**src/rtl/arb2wb_master.sv**
```systemverilog
// -----------------------------------------------------------------------------
// arb2wb_master
//
// Bridges an arbiter-style request port (req_valid / req_ack handshake) onto a
// Wishbone classic master bus. One transaction is outstanding at a time. All
// outputs come from flops, so there is no combinational path from any input to
// any output.
//
// Optional feature macro: ARB2WB_TIMEOUT_EN
//   defined   - an 8-bit wait counter aborts a bus cycle after TIMEOUT cycles
//               without wbm_ack_i. The aborted request completes with
//               rsp_rdata = 32'hDEAD_BEEF, and the sticky timeout_err flag is set.
//   undefined - BUS waits indefinitely. timeout_err is always 0 and err_clr has
//               no effect.
//
// Parameters:
//   BASE_ADDR  OR'd onto the zero-extended word address to form wbm_adr_o.
//   TIMEOUT    maximum number of BUS cycles to wait for an ack (2..255).
//
// Ports:
//   wb_clk_i, wb_rst_i            clock, synchronous active-high reset
//   req_valid/addr/rw/wdata       request from initiator (held until req_ack)
//   req_ack, rsp_rdata            one-cycle completion pulse and read data
//   wbm_cyc_o/stb_o/we_o/sel_o    Wishbone master control
//   wbm_adr_o, wbm_dat_o          Wishbone address and write data
//   wbm_ack_i, wbm_dat_i          Wishbone slave acknowledge and read data
//   busy                          high whenever the bridge is not idle
//   timeout_err, err_clr          sticky timeout flag and its clear
// -----------------------------------------------------------------------------
module arb2wb_master #(
    parameter logic [31:0] BASE_ADDR = 32'h3800_0000,
    parameter int unsigned TIMEOUT   = 64
) (
    input  logic        wb_clk_i,
    input  logic        wb_rst_i,
    input  logic        req_valid,
    input  logic [22:0] req_addr,
    input  logic        req_rw,
    input  logic [31:0] req_wdata,
    output logic        req_ack,
    output logic [31:0] rsp_rdata,
    output logic        wbm_cyc_o,
    output logic        wbm_stb_o,
    output logic        wbm_we_o,
    output logic [3:0]  wbm_sel_o,
    output logic [31:0] wbm_adr_o,
    output logic [31:0] wbm_dat_o,
    input  logic        wbm_ack_i,
    input  logic [31:0] wbm_dat_i,
    output logic        busy,
    output logic        timeout_err,
    input  logic        err_clr
);

    typedef enum logic [1:0] {
        ST_IDLE = 2'd0,
        ST_BUS  = 2'd1,
        ST_RESP = 2'd2
    } state_t;

    // Address bits [1:0] are forced to zero: the bus is word-addressed.
    localparam logic [22:0] WORD_MASK = 23'h7F_FFFC;

`ifdef ARB2WB_TIMEOUT_EN
    localparam logic [7:0]  TO_LAST   = 8'(TIMEOUT - 1);
    localparam logic [31:0] TO_RDATA  = 32'hDEAD_BEEF;
`endif

    state_t      state_q, state_d;
    logic        cyc_q,   cyc_d;
    logic        we_q,    we_d;
    logic [3:0]  sel_q,   sel_d;
    logic [31:0] adr_q,   adr_d;
    logic [31:0] dat_q,   dat_d;
    logic [31:0] rdata_q, rdata_d;
    logic        ack_q,   ack_d;
    logic        busy_q,  busy_d;
    logic        terr_q,  terr_d;
    logic        terr_set_s;
`ifdef ARB2WB_TIMEOUT_EN
    logic [7:0]  cnt_q,   cnt_d;
`endif

    // Next-state and next-output logic for the request/bus/response sequence.
    always_comb begin
        state_d    = state_q;
        cyc_d      = cyc_q;
        we_d       = we_q;
        sel_d      = sel_q;
        adr_d      = adr_q;
        dat_d      = dat_q;
        rdata_d    = rdata_q;
        ack_d      = 1'b0;
        terr_set_s = 1'b0;
`ifdef ARB2WB_TIMEOUT_EN
        cnt_d      = cnt_q;
`endif

        case (state_q)
            ST_IDLE: begin
                if (req_valid) begin
                    state_d = ST_BUS;
                    cyc_d   = 1'b1;
                    sel_d   = 4'hF;
                    we_d    = req_rw;
                    adr_d   = BASE_ADDR | {9'b0, req_addr & WORD_MASK};
                    dat_d   = req_wdata;
`ifdef ARB2WB_TIMEOUT_EN
                    cnt_d   = 8'd0;
`endif
                end else begin
                    state_d = ST_IDLE;
                end
            end

            ST_BUS: begin
                // An ack always wins, even in the cycle the wait budget expires.
                if (wbm_ack_i) begin
                    if (!we_q) begin
                        rdata_d = wbm_dat_i;
                    end else begin
                        rdata_d = rdata_q;
                    end
                    cyc_d   = 1'b0;
                    sel_d   = 4'h0;
                    ack_d   = 1'b1;
                    state_d = ST_RESP;
                end
`ifdef ARB2WB_TIMEOUT_EN
                else if (cnt_q == TO_LAST) begin
                    rdata_d    = TO_RDATA;
                    cyc_d      = 1'b0;
                    sel_d      = 4'h0;
                    ack_d      = 1'b1;
                    terr_set_s = 1'b1;
                    state_d    = ST_RESP;
                end else begin
                    cnt_d   = cnt_q + 8'd1;
                    state_d = ST_BUS;
                end
`else
                else begin
                    state_d = ST_BUS;
                end
`endif
            end

            ST_RESP: begin
                // The ack pulse is already on the output this cycle.
                state_d = ST_IDLE;
            end

            default: begin
                state_d = ST_IDLE;
                cyc_d   = 1'b0;
                sel_d   = 4'h0;
            end
        endcase

        busy_d = (state_d != ST_IDLE);

        // Set has priority over clear when both happen in one cycle.
        if (terr_set_s) begin
            terr_d = 1'b1;
        end else if (err_clr) begin
            terr_d = 1'b0;
        end else begin
            terr_d = terr_q;
        end
    end

    // State and output registers with synchronous reset.
    always_ff @(posedge wb_clk_i) begin
        if (wb_rst_i) begin
            state_q <= ST_IDLE;
            cyc_q   <= 1'b0;
            we_q    <= 1'b0;
            sel_q   <= 4'h0;
            adr_q   <= 32'h0000_0000;
            dat_q   <= 32'h0000_0000;
            rdata_q <= 32'h0000_0000;
            ack_q   <= 1'b0;
            busy_q  <= 1'b0;
            terr_q  <= 1'b0;
`ifdef ARB2WB_TIMEOUT_EN
            cnt_q   <= 8'd0;
`endif
        end else begin
            state_q <= state_d;
            cyc_q   <= cyc_d;
            we_q    <= we_d;
            sel_q   <= sel_d;
            adr_q   <= adr_d;
            dat_q   <= dat_d;
            rdata_q <= rdata_d;
            ack_q   <= ack_d;
            busy_q  <= busy_d;
            terr_q  <= terr_d;
`ifdef ARB2WB_TIMEOUT_EN
            cnt_q   <= cnt_d;
`endif
        end
    end

    assign req_ack     = ack_q;
    assign rsp_rdata   = rdata_q;
    assign wbm_cyc_o   = cyc_q;
    assign wbm_stb_o   = cyc_q;
    assign wbm_we_o    = we_q;
    assign wbm_sel_o   = sel_q;
    assign wbm_adr_o   = adr_q;
    assign wbm_dat_o   = dat_q;
    assign busy        = busy_q;
    // Without the timeout feature terr_q can never leave its reset value of 0.
    assign timeout_err = terr_q;

endmodule

```
**config.mk**
```make
export PLATFORM = sky130hd
export DESIGN_NAME = arb2wb_master
export DESIGN_NICKNAME = d
export VERILOG_FILES = /design/src/rtl/arb2wb_master.sv
export SDC_FILE = /design/constraint.sdc
export NUM_CORES = 1
export LEC_CHECK = 0
export BUFFER_PORTS_ARGS = -buffer_cell sky130_fd_sc_hd__buf_2
export CAP_MARGIN = 20
export CORE_MARGIN = 2
export CORE_UTILIZATION = 35
export CTS_BUF_LIST = sky130_fd_sc_hd__clkbuf_2 sky130_fd_sc_hd__clkbuf_4 sky130_fd_sc_hd__clkbuf_8
export DETAILED_ROUTE_END_ITERATION = 16
export PLACE_DENSITY = 0.73
export SLEW_MARGIN = 10
export SYNTH_ARGS = -nofsm -noshare
export SYNTH_HDL_FRONTEND = slang
export SYNTH_SLANG_ARGS = --single-unit
```
**constraint.sdc**
```tcl
create_clock -name wb_clk_i -period 1.45 [get_ports wb_clk_i]
set_clock_uncertainty 0.05 [all_clocks]
set_input_delay 0.0725 -clock wb_clk_i [delete_from_list [all_inputs] [get_ports wb_clk_i]]
set_output_delay 0.0725 -clock wb_clk_i [all_outputs]
set_load 0.01 [all_outputs]
```
==> Yosys cells after proc, flatten, opt, wreduce, memory -nomap -nowiden <==
Index checks and enable logic that the tools add are counted.
{ "word_totals": {"regBits": 96, "input_bits": 93, "wordCells": 32, "output_inout_bits": 106} }
{ "classes": {"muxes": 10, "n_reduce_logical": 6, "n_bitwise": 3, "eq_ne": 4} }
{ "ops": {"columns": ["op", "n"], "rows": [
  ["4-bit one-hot mux with 3 select lines", 1],
  ["4-bit 2-to-1 mux", 2],
  ["3-bit AND reduction", 2],
  ["1-bit 2-to-1 mux", 4],
  ["2-bit != test (second input constant)", 2],
  ["2-bit one-hot mux with 2 select lines", 1],
  ["1-bit inverter", 3],
  ["1-bit one-hot mux with 3 select lines", 1],
  ["2-bit by 1-bit equality test with 1-bit output (second input constant)", 1],
  ["2-bit equality test (second input constant)", 1],
  ["2-bit zero test", 1],
  ["2-bit 2-to-1 mux", 1],
  ["2-bit AND reduction", 1],
  ["2-bit nonzero test", 1],
  ["2-bit OR reduction", 1]
]} }

==> Longest topological paths before layout <==
{ "logic_depth": {"ltp_word": 3, "ltp_mapped": 5, "mapped_depth_nobuf": 2} }

==> Least setup slack after synthesis <==
Ideal clock, no wire load.
{ "synth_timing": {"path_type": "reg-to-reg", "start": "reg state_q[1]", "end": "reg dat_q[10], in the netlist wbm_dat_o[10]", "setup_time_ns": 0.072, "synth_period_minus_slack_ns": 1.230, "arrival_time_ns": 1.109, "stages_incl_launch_ff": 6, "setup_slack_ns": 0.220, "path_cell_list": "dfxtp_1 buf_6 nor3b_2 buf_6 buf_8 mux2i_1"} }
{ "synth_between": {"elab_chain_len": 2} }
{ "synth_lines": {"columns": ["item", "line", "source"], "rows": [
  ["start: declaration", "69", "state_t state_q, state_d;"],
  ["start signal: assignment", "189", "state_q <= state_d;"],
  ["2-bit zero test", "99", "case (state_q)"],
  ["2-bit AND reduction (no source line)", null, null],
  ["end signal: assignment", "194", "dat_q <= dat_d;"],
  ["end: declaration", "74", "logic [31:0] dat_q, dat_d;"]
]} }
No other way between the ends.
A chain may end at the register's enable or synchronous reset.

==> Worst setup path after layout <==
{ "layout_timing": {"start": "reg state_q[1]", "end": "reg dat_q[22], in the netlist wbm_dat_o[22]"} }
The elaborated chain is that of the path after synthesis.

==> impl_metrics.ini <==
[yosys]
ys.warnings.count = 0
synth_most_common_cell = nand2b_1
synthArstFlopShare_pct = 0
synth_ff_type = dfxtp_1
synth_top_area_cell = dfxtp_1
synthTopCellsByCount = nand2b_1, dfxtp_1, mux2i_1, clkbuf_1, buf_4
synth_area_mm2 = 0.00427
postSynthCellCount = 411
ys_top_cells_by_area = dfxtp_1, nand2b_1, mux2i_1
ys_seq_area_share_pct = 43.1
ys_ff_latch = 92
yosysUniqueCellTypes = 19
avgSynthCellArea_um2 = 10.4
synth_top_area_share_pct = 43.1
synth-edff-count = 0

[critical_path]
worstPathArrival_ns = 1.59
critPathLaunchType = register
end_kind = register
timing.rr.start = state_q[1]
path_max_fanout = 17
r2r_cells = 4
r2r_setup_slack_ns = 0.11
cp.required_ns = 1.69
r2r_end = wbm_dat_o[22]
critPathKind = reg2reg

[final_layout]
area_growth_pct = 47.3
diodes = 0
utilization_pct = 52.6
drive_above_1_share_pct = 31.7
fill_cells = 1027
num-nets-final = 760

[sta]
post-route-min-period_ns = 1.34
rsz0062_at_grt = false
fmax_ghz = 0.746
tns_ns = 0
drv_slew = 0
finalSetupViolations = 0
finalCritPeriodShare_pct = 92.5
final-hold-violation-count = 0

[place]
gp_congestion = 0.716
hpwl_mm = 6.25
io_buffers = 186

[routing]
drtIter0Drc = 135
ant_nets = 0
dr.pass1.iters = 4
vias = 3565
routed_wl_mm = 10.9
drc = 0
post_drt_wl_per_cell_um = 13.4
viasPerCell = 4.36

[pwr]
seq_power_share_pct = 49.6
swShare_pct = 25.8
finalPower_w = 0.00558
ir_drop_v = 0.000456
pwr-share-clk_pct = 30.3
intPower_w = 0.00414
power_leakage_nw = 2.90
power_frac_comb_pct = 20.1
powerDensity_mw_per_mm2 = 886
switching_power_w = 0.00144

[die]
core_mm2 = 0.0120
die_w_um = 114
ioPinCount = 199
start_util_pct = 35.7
die-area_mm2 = 0.0131
die-height_um = 114
placementRows = 40

[flow_run]
maxCapViolations = 0

[cts]
clk_latency_ns = 0.37
clkSinkCount = 92
clock_path_buffers = 2
clock-root-buffer = clkbuf_8
htreeDepth = 3
clk_pin_slew_ns = 0.09
cts_tree = done
numCtsBuffers = 9

[grt]
grt.total_usage_pct = 16.0
grt_pass1_vias = 3648
grt_pass1_wl_mm = 16.7
antenna_found_initial = 0
grt_start_max_net_pins = 80
overflow = 0

[worst_hold_path]
holdPathEnd = wbm_dat_o[16]
hold-path-cell-count = 2
hold_path.class = reg2reg
min_from = wbm_dat_o[16]

[outcome]
outcome = complete, no violations
==> layout by cell type (no fill, tap or decap), drive strengths merged, types with 2 or more instances in the layout <==
| cell | instances |
|---|---|
| mux2i | 86 |
| conb | 9 |
| dlygate4sd3 | 90 |
| nor3 | 2 |
| nand2b | 175 |
| buf | 192 |
| clkbuf | 16 |
| dfxtp | 92 |
==> flip-flops by register name, indices dropped and copies added (netlist names) <==
signal and flops:
rsp_rdata 32, wbm_dat_o 32, wbm_adr_o 22, state_q 2, busy 1, req_ack 1, wbm_sel_o 1, wbm_we_o 1
==> stage by stage <==
| stage | hold WS [ns] | cell area, µm² | instances | worst slack (ns) |
|---|---|---|---|---|
| 2_1_floorplan | 0.178 | 4300 | 419 | 0.220 |
| 3_3_place_gp | 0.284 | 5140 | 710 | 0.133 |
| 3_5_place_dp | 0.290 | 5140 | 710 | 0.0703 |
| 4_1_cts | 0.424 | 6230 | 815 | 0.0385 |
| 5_1_grt | 0.432 | 6290 | 818 | 0.0507 |
| 6_report | 0.420 | 6290 | 818 | 0.109 |
==> what timing repair did <==
item,4_1_cts,5_1_grt
endpoints found under the hold margin,90,0
buffers inserted,0,1
gates resized for setup,0,3
hold buffers,90,0
setup endpoints to repair,0,15
==> critical path, stage by stage (launching register included) <==
cell     delay, ns
dfxtp_2       0.37
nor3b_4       0.25
buf_4         0.18
buf_12        0.17
mux2i_1       0.22
==> layout make-up <==
type                    instances  area (µm²)  area share, %
repair buffers                284        1990           31.7
multi-input cells             280        2080           33.1
clock inverters                 1        5.00         0.0795
clock buffers                  14         186           2.96
flip-flops and latches         92        1840           29.3
well taps                     147         184           2.92
==> metal layers <==
layer	wire length (µm)	track usage, %	up-vias
met3	658	5.19	18
met5	0	0	-
met4	209	6.59	0
met2	5530	28.2	125
met1	4550	17.7	1622
li1	-	-	1800
==> how the worst max path moves through the flow <==
stage / startpoint / endpoint / slack [ns]
detailed placement: state_q[0] / rsp_rdata[12] / 0.07
finish: state_q[1] / wbm_dat_o[22] / 0.11
CTS: state_q[1] / wbm_adr_o[18] / 0.04
global placement: state_q[1] / rsp_rdata[12] / 0.13
global route: state_q[1] / wbm_adr_o[6] / 0.05
floorplan: state_q[1] / wbm_dat_o[10] / 0.22
==> power groups by stage <==
stage | logic, W | registers [W] | clock network [W]
floorplan | 0.000551 | 0.00289 | 0
global placement | 0.000870 | 0.00281 | 0
detailed placement | 0.000894 | 0.00282 | 0
CTS | 0.00108 | 0.00277 | 0.00177
global route | 0.00121 | 0.00279 | 0.00187
finish | 0.00112 | 0.00277 | 0.00169
==> kinds of logic after synthesis <==
kind of cell / count (synthesis) / share of synthesized area [%]
AO/OA/AOI/OAI: 5 / 0.996
multiplexers: 86 / 20.2
buffers and inverters: 47 / 9.08
flip-flops: 92 / 43.1
AND/OR/NAND/NOR: 180 / 26.5
other: 1 / 0.0878
(Power assumes the default switching activity.)
